$ cat src/rtl/p2s_lane_scheduler.sv
// Round-robin byte-slot scheduler feeding two serializer lanes, with comma-training bring-up.
// Optional per-lane loaded-byte counters are built when P2S_LANE_STATS_EN is defined.
module p2s_lane_scheduler #(
  parameter logic [7:0]  COMMA      = 8'hBC,
  parameter int unsigned INIT_SLOTS = 4
) (
  input  logic        clk_8f,
  input  logic        reset_L,
  input  logic        enable,
  input  logic [3:0]  req_valid,
  input  logic [31:0] req_data,
  output logic [3:0]  req_pop,
  output logic [7:0]  data_out0,
  output logic        valid_out0,
  output logic [7:0]  data_out1,
  output logic        valid_out1,
  output logic [1:0]  state,
`ifdef P2S_LANE_STATS_EN
  output logic [15:0] byte_cnt0,
  output logic [15:0] byte_cnt1,
`endif
  output logic        slot_start
);

  typedef enum logic [1:0] {
    StIdle   = 2'b00,
    StInit   = 2'b01,
    StActive = 2'b10
  } state_e;

  state_e      state_q, state_d;
  logic [2:0]  bit_cnt_q, bit_cnt_d;
  logic [3:0]  init_cnt_q, init_cnt_d;
  logic [1:0]  rr_ptr_q, rr_ptr_d;
  logic [7:0]  data0_q, data0_d, data1_q, data1_d;
  logic        valid0_q, valid0_d, valid1_q, valid1_d;

  logic        boundary, grant_en;
  logic        found0, found1;
  logic [1:0]  g0, g1, idx;

  assign boundary = (bit_cnt_q == 3'd7);
  assign grant_en = boundary && (state_q == StActive) && enable;

  // First and second valid requesters, searching upward from rr_ptr.
  always_comb begin
    found0 = 1'b0;
    found1 = 1'b0;
    g0     = '0;
    g1     = '0;
    idx    = '0;
    for (int k = 0; k < 4; k++) begin
      idx = rr_ptr_q + 2'(k);
      if (req_valid[idx]) begin
        if (!found0) begin
          found0 = 1'b1;
          g0     = idx;
        end else if (!found1) begin
          found1 = 1'b1;
          g1     = idx;
        end
      end
    end
  end

  always_comb begin
    req_pop = '0;
    if (grant_en) begin
      req_pop = (4'(found0) << g0) | (4'(found1) << g1);
    end
  end

  always_comb begin
    bit_cnt_d  = bit_cnt_q + 3'd1;
    state_d    = state_q;
    init_cnt_d = init_cnt_q;
    rr_ptr_d   = rr_ptr_q;
    data0_d    = data0_q;
    valid0_d   = valid0_q;
    data1_d    = data1_q;
    valid1_d   = valid1_q;
    if (boundary) begin
      data0_d  = COMMA;
      valid0_d = 1'b0;
      data1_d  = COMMA;
      valid1_d = 1'b0;
      unique case (state_q)
        StIdle: begin
          if (enable) begin
            state_d    = StInit;
            init_cnt_d = '0;
          end
        end
        StInit: begin
          if (!enable) begin
            state_d = StIdle;
          end else if (init_cnt_q == 4'(INIT_SLOTS - 1)) begin
            state_d = StActive;
          end else begin
            init_cnt_d = init_cnt_q + 4'd1;
          end
        end
        StActive: begin
          if (!enable) begin
            state_d = StIdle;
          end else begin
            if (found0) begin
              data0_d  = req_data[{g0, 3'b000} +: 8];
              valid0_d = 1'b1;
              rr_ptr_d = g0 + 2'd1;
            end
            if (found1) begin
              data1_d  = req_data[{g1, 3'b000} +: 8];
              valid1_d = 1'b1;
              rr_ptr_d = g1 + 2'd1;
            end
          end
        end
        default: state_d = StIdle;
      endcase
    end
  end

  always_ff @(posedge clk_8f or negedge reset_L) begin
    if (!reset_L) begin
      state_q    <= StIdle;
      bit_cnt_q  <= '0;
      init_cnt_q <= '0;
      rr_ptr_q   <= '0;
      data0_q    <= COMMA;
      valid0_q   <= 1'b0;
      data1_q    <= COMMA;
      valid1_q   <= 1'b0;
    end else begin
      state_q    <= state_d;
      bit_cnt_q  <= bit_cnt_d;
      init_cnt_q <= init_cnt_d;
      rr_ptr_q   <= rr_ptr_d;
      data0_q    <= data0_d;
      valid0_q   <= valid0_d;
      data1_q    <= data1_d;
      valid1_q   <= valid1_d;
    end
  end

`ifdef P2S_LANE_STATS_EN
  logic [15:0] cnt0_q, cnt0_d, cnt1_q, cnt1_d;

  // Count only the edge that loads a slot, saturating at all-ones.
  always_comb begin
    cnt0_d = cnt0_q;
    cnt1_d = cnt1_q;
    if (boundary && valid0_d && (cnt0_q != 16'hFFFF)) cnt0_d = cnt0_q + 16'd1;
    if (boundary && valid1_d && (cnt1_q != 16'hFFFF)) cnt1_d = cnt1_q + 16'd1;
  end

  always_ff @(posedge clk_8f or negedge reset_L) begin
    if (!reset_L) begin
      cnt0_q <= '0;
      cnt1_q <= '0;
    end else begin
      cnt0_q <= cnt0_d;
      cnt1_q <= cnt1_d;
    end
  end

  assign byte_cnt0 = cnt0_q;
  assign byte_cnt1 = cnt1_q;
`endif

  assign data_out0  = data0_q;
  assign valid_out0 = valid0_q;
  assign data_out1  = data1_q;
  assign valid_out1 = valid1_q;
  assign state      = state_q;
  assign slot_start = (bit_cnt_q == 3'd0);

endmodule
$ cat config.mk
export PLATFORM = sky130hd
export DESIGN_NAME = p2s_lane_scheduler
export DESIGN_NICKNAME = d
export VERILOG_FILES = /design/src/rtl/p2s_lane_scheduler.sv
export SDC_FILE = /design/constraint.sdc
export NUM_CORES = 1
export LEC_CHECK = 0
export ABC_AREA = 1
export CAP_MARGIN = 15
export CORE_ASPECT_RATIO = 2
export CORE_UTILIZATION = 50
export DETAILED_ROUTE_END_ITERATION = 12
export MAX_ROUTING_LAYER = met4
export PLACE_DENSITY = 0.84
export REMOVE_ABC_BUFFERS = 1
export SLEW_MARGIN = 20
export SYNTH_ARGS = -nofsm -noshare
export SYNTH_HDL_FRONTEND = slang
export SYNTH_SLANG_ARGS = --single-unit
$ cat constraint.sdc
create_clock -name clk_8f -period 3.6 [get_ports clk_8f]
set_clock_uncertainty 0.2 [all_clocks]
set_input_delay 0.72 -clock clk_8f [delete_from_list [all_inputs] [get_ports clk_8f]]
set_output_delay 0.72 -clock clk_8f [all_outputs]
set_load 0.03 [all_outputs]
== Word-level counts from Yosys, hierarchy flattened ==
Cells that the tools add are included.
Cells by class
  $lt $le $gt $ge: 4
  bitwise operators: 1
  add/subtract/negate cells: 7
  multiplexer cells: 57
  equal/unequal tests: 9
  shift operators: 4
  reduce and logical (&&, ||, !) cells: 9
Operators by type and width (count)
  32-bit by 6-bit indexed part select with 8-bit output: 2
  8-bit 2-to-1 mux: 6
  2-bit 2-to-1 mux: 21
  1-bit 2-to-1 mux: 20
  4-bit 2-to-1 mux: 4
  2-bit by 3-bit less-than comparator with 1-bit output (second input constant): 4
  1-bit binary-select mux with 2-bit select: 4
  2-bit inequality test (second input constant): 4
  4-bit one-hot mux with 2 select lines: 1
  4-bit AND reduction: 2
  1-bit by 2-bit left shift with 4-bit output: 2
  2-bit by 1-bit adder with 2-bit output (second input constant): 3
  2-bit one-hot mux with 3 select lines: 1
  5-bit AND reduction: 1
  2-bit adder (second input constant): 2
  4-bit by 1-bit adder with 4-bit output (second input constant): 1
  4-bit by 2-bit equality test with 1-bit output (second input constant): 1
  4-bit bitwise OR: 1
  2-bit nonzero test: 2
  3-bit by 1-bit adder with 3-bit output (second input constant): 1
  3-bit equality test (second input constant): 1
  3-bit logical NOT: 1
  3-bit inequality test (second input constant): 1
  2-bit by 1-bit equality test with 1-bit output (second input constant): 1
  other kinds (3): 4
Word-level totals
  output and inout port bits: 25
  flip-flop bits (word level): 29
  input bits: 39

== Depth between registers and ports, before layout ==
Gate-level depths: netlist of run 1.
  word-level depth: 15
  depth in mapped cells: 18
  mapped depth without buffers: 17

== Worst setup path before layout of run 1 ==
No wires, ideal clock.
  path type: input port to output port
  start point: input req_valid[1]
  end point: output req_pop[2]
  arrival: 2513 ps
  path buffers: 1
  slack: 167 ps
  stages: 15
  cells stage by stage: inv_1 -> nand2_2 -> nand3_1 -> nand2_2 -> ha_1 -> inv_1 -> nand2_1 -> o21ai_0 -> nand2_1 -> nand2_1 -> nand2_4 -> nand2_4 -> buf_6 -> nand3_1 -> a21oi_1
Between the ends
  word-level cells in the longest chain between the ends: 14
RTL lines
  from (decl): RTL line 10  | input logic [3:0] req_valid,
  1-bit binary-select mux with 2-bit select: RTL line 54  | if (req_valid[idx]) begin
  1-bit 2-to-1 mux (not written as such): RTL line 54
  1-bit 2-to-1 mux: RTL line 54
  2-bit 2-to-1 mux / 1-bit 2-to-1 mux (equally long branches): RTL line 55  | if (!found0) begin
  2-bit 2-to-1 mux / 1-bit 2-to-1 mux (equally long branches): RTL line 54
  2-bit 2-to-1 mux: RTL line 58  | end else if (!found1) begin
  2-bit 2-to-1 mux: RTL line 55
  2-bit 2-to-1 mux: RTL line 54
  2-bit 2-to-1 mux: RTL line 58
  2-bit 2-to-1 mux: RTL line 55
  2-bit 2-to-1 mux: RTL line 54
  1-bit by 2-bit left shift with 4-bit output: RTL line 69  | req_pop = (4'(found0) << g0) | (4'(found1) << g1);
  4-bit bitwise OR *: RTL line 69
  4-bit 2-to-1 mux *: RTL line 68  | if (grant_en) begin
  to (decl): RTL line 12  | output logic [3:0] req_pop,
Mark *: on every way between the ends. The rest lies on a longest branch, timed or not. The select of a mux whose other input is x is not followed.

== Final worst setup path of run 1 ==
  start point: register rr_ptr_q[0]
  end point: output req_pop[3]
Between the ends
  word-level cells in the longest chain between the ends: 14
RTL lines
  from (decl): RTL line 34  | logic [1:0] rr_ptr_q, rr_ptr_d;
  from (signal assigned): RTL line 138  | rr_ptr_q <= rr_ptr_d;
  branches (longest 12 deep; another with 2-bit by 1-bit adder with 2-bit output)
  4-bit bitwise OR *: RTL line 69
  4-bit 2-to-1 mux *: RTL line 68
Mark *: on every way between the ends. The select of a mux whose other input is x is not followed.

==> metrics, run 1 <==
I/O Buffers 63; critical path arrival 2520 ps; Top Ports 64; status completed; # clock sinks 29; RSZ-0062 raised after global routing false; Max Cap Viol 0; Total Neg Setup Slack 0 ps; worst vdd ir 0.001059 V; H-tree Lvls 2; area of the multi-input gates 0.001539 mm²; largest area contributor in the netlist dfrtp_1; HP Start bit_cnt_q[0]$_DFF_PN0_; asr flop ratio synth 100.0%; Warnings, synthesis 0; WL final 8238 µm; Synth Instances 374; #FFs+latches synth 29; initial antenna violation count 0; gr usage total 33.97%; CTS root buf clkbuf_8; GP Congestion 0.9498; DP Cell Count 512; worst hold slack 245.3 ps; Worst Max-Slew Pin Slew 393.8 ps; Tcrit/Tclk final 95.66%; Synth Cell Area 0.002491 mm²; layout cell share with drive strength beyond 1 26.81%; vias in the first global route 2900; Synth Flop Type dfrtp_1; CP max-delay cell dfrtp_2; Final setup viols 0; crit path buf inv count 6; CP required 2680 ps; post-synth top area share 19.09%; clock latency on the worst-skew pair 280 ps; crit path max fanout 8; crit start category flip-flop; Post-Layout Cell Count 527; CTS Buf Count 5; grt ovf 0; Power Total 0.004107 W; Clock Pin Slew Worst Setup and Hold Paths 60 ps; delay-heaviest family, CP buffers and inverters; initial core utilization 51.69%; worst slew margin relative to its limit 73.72%; final hold vios 0; Clock Path Buffers 2; DR vias 2917; RR Startpoint rr_ptr_q[0]$_DFFE_PN0P_; Die Y 101.8 µm; post-DP HPWL 6022 µm; main area contributors after synthesis dfrtp_1 19%, nand3_1 17%, nand2_1 17%; CTS tree built; # diodes 0; Die Width 51.91 µm; HP Class flip-flop to flip-flop; Pre-antenna DRT Iters 5; Post-DRT Antenna Nets 0; area grow syn2layout 43.80%; critical path cell sequence inv_2 > nand2_2 > nand3_4 > nand2_8 > buf_12 > nor2_8 > nand2_4 > buf_4 > nand4_4 > buf_4 > nand3b_1 > inv_1 > nand2_1 > a21oi_1 > buf_4; P_leak 1.840 nW; Distinct cells, synth 32; fin crit period 3444 ps; worst setup path start rr_ptr_q[0]$_DFFE_PN0P_; CP most frequent cell buf_4; Avg WL per Cell 15.63 µm; most common library cells after synthesis 111 x nand2_1, 84 x nand3_1, 49 x inv_1; Slew Limit Fails 0; Worst Setup End Kind primary output; via/cell ratio 5.535; Crit Path Class flip-flop to primary output; Peak Freq 290.4 MHz; first-pass GRT wire length 13070 µm; Fill cells 380; nets 514; DRC errors left 0; worst stage delay on the critical path 490 ps; register area share after synthesis 29.63%; die area 0.005285 mm²; FP Rows 36; Seq. cell area 740.7 µm²; core area 0.004820 mm²; Post-synth EDFFs 0; initial drt markers 135; largest net degree at the start of global routing 30; Avg Cell Area, Syn 6.661 µm²; power per cell area 1147 mW/mm²; most common cell in the synthesized netlist nand2_1
[through the flow]
stage	setup WS [ps]	instance area, µm²	utilization (%)
2_1_floorplan	97.35	2411	-
3_3_place_gp	-40.47	3321	68.90
3_5_place_dp	-112.8	3321	68.90
4_1_cts	0.3233	3458	71.75
5_1_grt	47.86	3582	74.33
6_report	156.2	3582	74.33
[registers in the layout, indices dropped and copies added, names as in the netlist]
| signal | count |
|---|---|
| data_out0 | 8 |
| data_out1 | 8 |
| init_cnt_q | 4 |
| bit_cnt_q | 3 |
| rr_ptr_q | 2 |
| state | 2 |
| valid_out0 | 1 |
| valid_out1 | 1 |
[layout by cell type (no fill, tap or decap), drive strengths merged, types with 7 or more instances in the layout]
master	instances
a21oi	8
buf	40
clkdlybuf4s50	55
dfrtp	19
dfstp	10
inv	57
nand2	134
nand3	90
nor2	8
o21ai	7
or2	10
[final timing paths]
path	to	slack, ps	depth (start not counted)
worst max-delay path	req_pop[3]	160	15
worst min-delay path	bit_cnt_q[0]$_DFF_PN0_	250	1
worst max register to register	data_out1[4]$_DFFE_PN1P_	980	16
worst min register to register	bit_cnt_q[0]$_DFF_PN0_	250	1
max in group asynchronous	data_out1[3]$_DFFE_PN1P_	2260	2
min in group asynchronous	rr_ptr_q[1]$_DFFE_PN0P_	620	2
[per-layer routing]
metal  share of wire (%)  routed length [µm]  track usage [%]  vias up
met5                   0                   0                -        -
li1                    -                   -                -     1380
met4                 5.7                 471            20.58        0
met3                 5.3                 436            6.250       54
met2                  57                4660            59.37      149
met1                  32                2671            33.33     1334
[where the power goes]
part / total (W) / switching, W / internal, W
Sequential: 0.000462 / 0.0000679 / 0.000395
Combinational: 0.00338 / 0.00205 / 0.00133
Clock: 0.000264 / 0.000130 / 0.000134
Total: 0.00411 / 0.00225 / 0.00186
[what timing repair did]
action / CTS / global route
gates resized for setup: 7 / 26
pin swaps: 6 / 11
hold endpoints to repair: 0 / 0
buffers inserted: 4 / 3
hold buffers: 0 / 0
endpoints found under the setup margin: 4 / 4
[area by class of cell]
| cell class | count | area share (%) |
|---|---|---|
| flip-flops and latches | 29 | 20.68 |
| repair buffers | 99 | 25.81 |
| clock inverters | 2 | 0.2794 |
| clock buffers | 6 | 2.026 |
| well taps | 57 | 1.991 |
| inverters | 59 | 6.252 |
| multi-input cells | 275 | 42.96 |
[logic make-up (layout without fill, tap and decap cells)]
family	count (synthesis)	after routing	share of synthesized area, %
AND/OR/NAND/NOR	247	247	50.03
adder cells (fa/ha/maj)	6	6	3.013
XOR/XNOR	2	2	0.7033
flip-flops	29	29	29.63
AO/OA/AOI/OAI	20	20	4.520
buffers and inverters	70	166	12.10
Note: power is estimated with default switching activity, not from simulation.
==> inputs of run 2 (changes only) <==
==> constraint.sdc (replaced) <==
create_clock -name clk_8f -period 3.6 [get_ports clk_8f]
set_clock_uncertainty 0.2 [all_clocks]
set_input_delay 0.54 -clock clk_8f [delete_from_list [all_inputs] [get_ports clk_8f]]
set_output_delay 0.54 -clock clk_8f [all_outputs]
set_load 0.03 [all_outputs]
==> run 2 against run 1 <==
Final area down 7.6%; combinational power down 17%; critical path type is now input pin to primary output; worst setup slack better by 44 ps; highest routed layer unchanged; die area unchanged; via count down 5.9%; clock power up 6%.
==> metrics, run 2 (synthesis gave the netlist of run 1 again) <==
HP Class input pin to asynchronous set/reset pin; Setup Slack @ Placement 83.58 ps; Clk network pwr share 7.9%; cell area after layout 0.003308 mm²; Max Cap Viol 0; worst setup path start req_valid[0]; area grow syn2layout 32.80%; Combinational Power Share 79.0%; grt ovf 0; largest net degree at the start of global routing 24; Crit Path Class input pin to primary output; DR vias 2744; Final setup viols 0; CTS tree built; die area 0.005285 mm²; sequential fraction of design power 13.1%; P_int 0.001548 W; nets 492; DP Area 0.003186 mm²; net load switching power 0.001992 W; status completed; FP Rows 36; H-tree Lvls 2; vias in the first global route 2693; Worst Setup End Kind primary output; Fill cells 396; final hold vios 0; Net Sw Frac 56.27%; CTS root buf clkbuf_8; via/cell ratio 5.434; final worst slack 200.7 ps; Tcrit/Tclk final 94.42%; Die Y 101.8 µm; Top Ports 64; gr usage total 30.46%; Worst Max-Slew Pin Slew 529.3 ps; P_leak 1.682 nW; critical path cell sequence clkdlybuf4s50_1 > inv_1 > nand2_1 > nand3_2 > nand2_4 > ha_1 > inv_1 > nand2_1 > o21ai_0 > nand2_1 > nand2_1 > nand2_4 > nand2_4 > nand3_1 > a21oi_1 > buf_4; DP Cell Count 494; DRC errors left 0; GP Congestion 0.9432; Clock Pin Slew Worst Setup and Hold Paths 60 ps; Die Width 51.91 µm; first-pass GRT wire length 11750 µm; commonest cells after routing, fill and taps aside 111 x nand2_1, 83 x nand3_1, 58 x clkdlybuf4s50_1, 49 x inv_1; WL final 7128 µm; critical path arrival 2660 ps; Slew Limit Fails 0; Power Total 0.003540 W; Avg WL per Cell 14.11 µm; worst slew margin relative to its limit 64.71%; initial drt markers 84; CP max-delay cell clkdlybuf4s50_1; layout cell share with drive strength beyond 1 20.09%; Post-DRT Antenna Nets 0; Clock Path Buffers 2; # diodes 0; Post-Layout Cell Count 505; CP required 2860 ps; fin crit period 3399 ps; Seq. cell area 739.5 µm²; FF-to-FF End data_out0[4]$_DFFE_PN1P_; clock latency on the worst-skew pair 290 ps; area of the multi-input gates 0.001465 mm²; CP most frequent cell nand2_1; worst vdd ir 0.0007181 V; CTS Buf Count 5; power per cell area 1070 mW/mm²; # clock sinks 29; post-DP HPWL 5521 µm; worst stage delay on the critical path 480 ps; initial core utilization 51.69%; core area 0.004820 mm²; initial antenna violation count 0; r2r setup slk 920 ps; most common cell after layout, fill and taps aside nand2_1; RR Startpoint rr_ptr_q[0]$_DFFE_PN0P_; Peak Freq 294.2 MHz; I/O Buffers 63; r2r worst-path depth 18; crit path max fanout 10; Pre-antenna DRT Iters 4; crit start category input pin
## run 2: changes by cell type in the layout (fill, tap and decap cells not counted), sizes merged
| cell | before | now |
|---|---|---|
| buf | 40 | 19 |
| dlymetal6s2s | 4 | 0 |
| clkdlybuf4s50 | 55 | 58 |
| clkbuf | 6 | 8 |
| clkinv | 4 | 2 |
## run 2: how the worst max path moves through the flow
stage,end,slack (ps),cells past startpoint
floorplan,req_pop[3],370,15
CTS,req_pop[3],1,16
detailed placement,req_pop[3],80,17
global placement,req_pop[0],170,16
finish,req_pop[2],200,16
global route,req_pop[3],-5,16
## run 2: per-layer routing
layer	part of all wire [%]	global-route usage (%)	up-vias
met1	36	30.39	1262
met4	4.7	21.83	0
met3	4.7	4.464	33
met2	55	51.87	115
met5	0	-	-
li1	-	-	1334
## run 2: power by group through the flow
stage	clock network, W	registers [W]	logic, W
after floorplan	0	0.000523	0.00183
after global placement	0	0.000463	0.00258
after detailed placement	0	0.000465	0.00264
after CTS	0.000283	0.000460	0.00265
after global routing	0.000299	0.000471	0.00307
final	0.000280	0.000462	0.00280
## run 2: critical path: cells and delay by family
family	cells	cell delay (ps)
AND/OR/NAND/NOR	9	860
AO/OA/AOI/OAI	2	240
buffers and inverters	4	760
adder cells (fa/ha/maj)	1	240
## run 2: cell type report
cell class | count | share of cell area (%)
Timing Repair Buffer | 77 | 21.79
Multi-Input combinational cell | 275 | 44.29
Clock buffer | 8 | 2.723
Inverter | 59 | 6.694
Sequential cell | 29 | 22.35
Tap cell | 57 | 2.156
## run 2: stage by stage
step                      setup TNS [ps]  hold WS, ps  util, %
final                                  0        31.04    68.64
after CTS                              0        267.1    67.96
after detailed placement               0        251.0    66.10
after floorplan                        0        44.41        -
after global routing              -10.40        73.76    68.64
after global placement                 0        233.4    66.10
## run 2: what timing repair did
action,CTS,global route
resized for setup,0,4
endpoints found under the setup margin,0,4
hold buffers,0,0
setup buffers,0,3
==> variant, RTL diff (flow settings as in run 2) <==
Add a define of `P2S_LANE_STATS_EN`.
--- a/src/rtl/p2s_lane_scheduler.sv
+++ b/src/rtl/p2s_lane_scheduler.sv
@@ -2,2 +2,4 @@
 // Optional per-lane loaded-byte counters are built when P2S_LANE_STATS_EN is defined.
+`define P2S_LANE_STATS_EN
+
 module p2s_lane_scheduler #(
Function (old outputs only; new: byte_cnt0 and byte_cnt1): kept (equiv_simple and equiv_induct, registers matched by name and starting in step).
==> variant against run 2 <==
- via count up 51%
- synthesized area up 72%
- sequential cell count up 32
- sequential share of layout area up 5.2 points
- worst setup slack worse by 0.083 ns
- wire length up 63%
- critical path depth unchanged
- hold slack better by 0.031 ns
- power up 11%
- cell area up 69%
- largest cell class unchanged
- highest routed layer unchanged
==> variant: results (changes against run 2) <==
* Worst Reg-to-Reg Cells at 17 (was 18)
* Commonest cells in the netlist: nand2_1, nand3_1, inv_1 (unchanged)
* RD Place Congestion at 0.856 (was 0.943)
* Synth unique cells at 43 (was 32)
* # fillers at 685 (was 396)
* Worst Setup SP: req_valid[3] (was req_valid[0])
* Routed wl met3 at 523 um (was 338 um)
* Reg-to-reg endpoint: data_out0[0] (was data_out0[4])
* Worst vdd ir at 0.390 mV (was 0.718 mV)
* CTS root buffer: clkbuf_16 (was clkbuf_8)
* Post-detail-place hpwl at 8.73 mm (was 5.52 mm)
* Non-CTS buffers at 106 (was 77)
* Seq area share at 0.275 (was 0.224)
* Yosys reg bits at 61 (was 29)
* Largest net degree at the start of global routing at 33 (was 24)
* Vias at 4138 (was 2744)
* Avg WL per Cell at 15.1 um (was 14.1 um)
* GRT met3 Usage at 0.0534 (was 0.0446)
* Outcome: finished clean (unchanged)
* Data arrival, critical path at 2.74 ns (was 2.66 ns)
* IO Port Bufs at 95 (was 63)
* CP max FO at 7 (was 10)
* Met2 Usage GRT at 0.531 (was 0.519)
* CTS HTree Levels at 3 (was 2)
* Synth top area cells: dfrtp_1, nand3_1, nand2_1 (unchanged)
* Total leakage power at 2.67 nW (was 1.68 nW)
* Sequential fraction of the synthesis area at 0.360 (was 0.296)
variant: cell types whose count changed after synthesis, sizes merged, moves of 18 or more:
cell	change
nand2	+36
xor2	+21
dfrtp	+32
nand3	+18
inv	+21
nor2	+23
variant: through the flow:
step | cells | setup TNS [ns] | hold slack, ns | setup WS [ns] | instance area (um2)
after global placement | 755 | 0 | 0.228 | 0.253 | 5290
after global routing | 771 | -0.00249 | 0.115 | -0.00249 | 5600
after CTS | 771 | 0 | 0.0812 | 0.113 | 5590
after detailed placement | 755 | 0 | 0.237 | 0.184 | 5290
after floorplan | 551 | 0 | 0.0444 | 0.225 | 4150
final | 771 | 0 | 0.0619 | 0.118 | 5600
variant: cells by family after synthesis:
| kind of cell | count (synthesis) | synth area share |
|---|---|---|
| simple gates | 340 | 0.408 |
| buf+inv | 94 | 0.105 |
| flops | 61 | 0.360 |
| compound gates | 32 | 0.0404 |
| xor+xnor | 29 | 0.0611 |
| fa+ha+maj | 8 | 0.0234 |
| mux | 1 | 0.00263 |
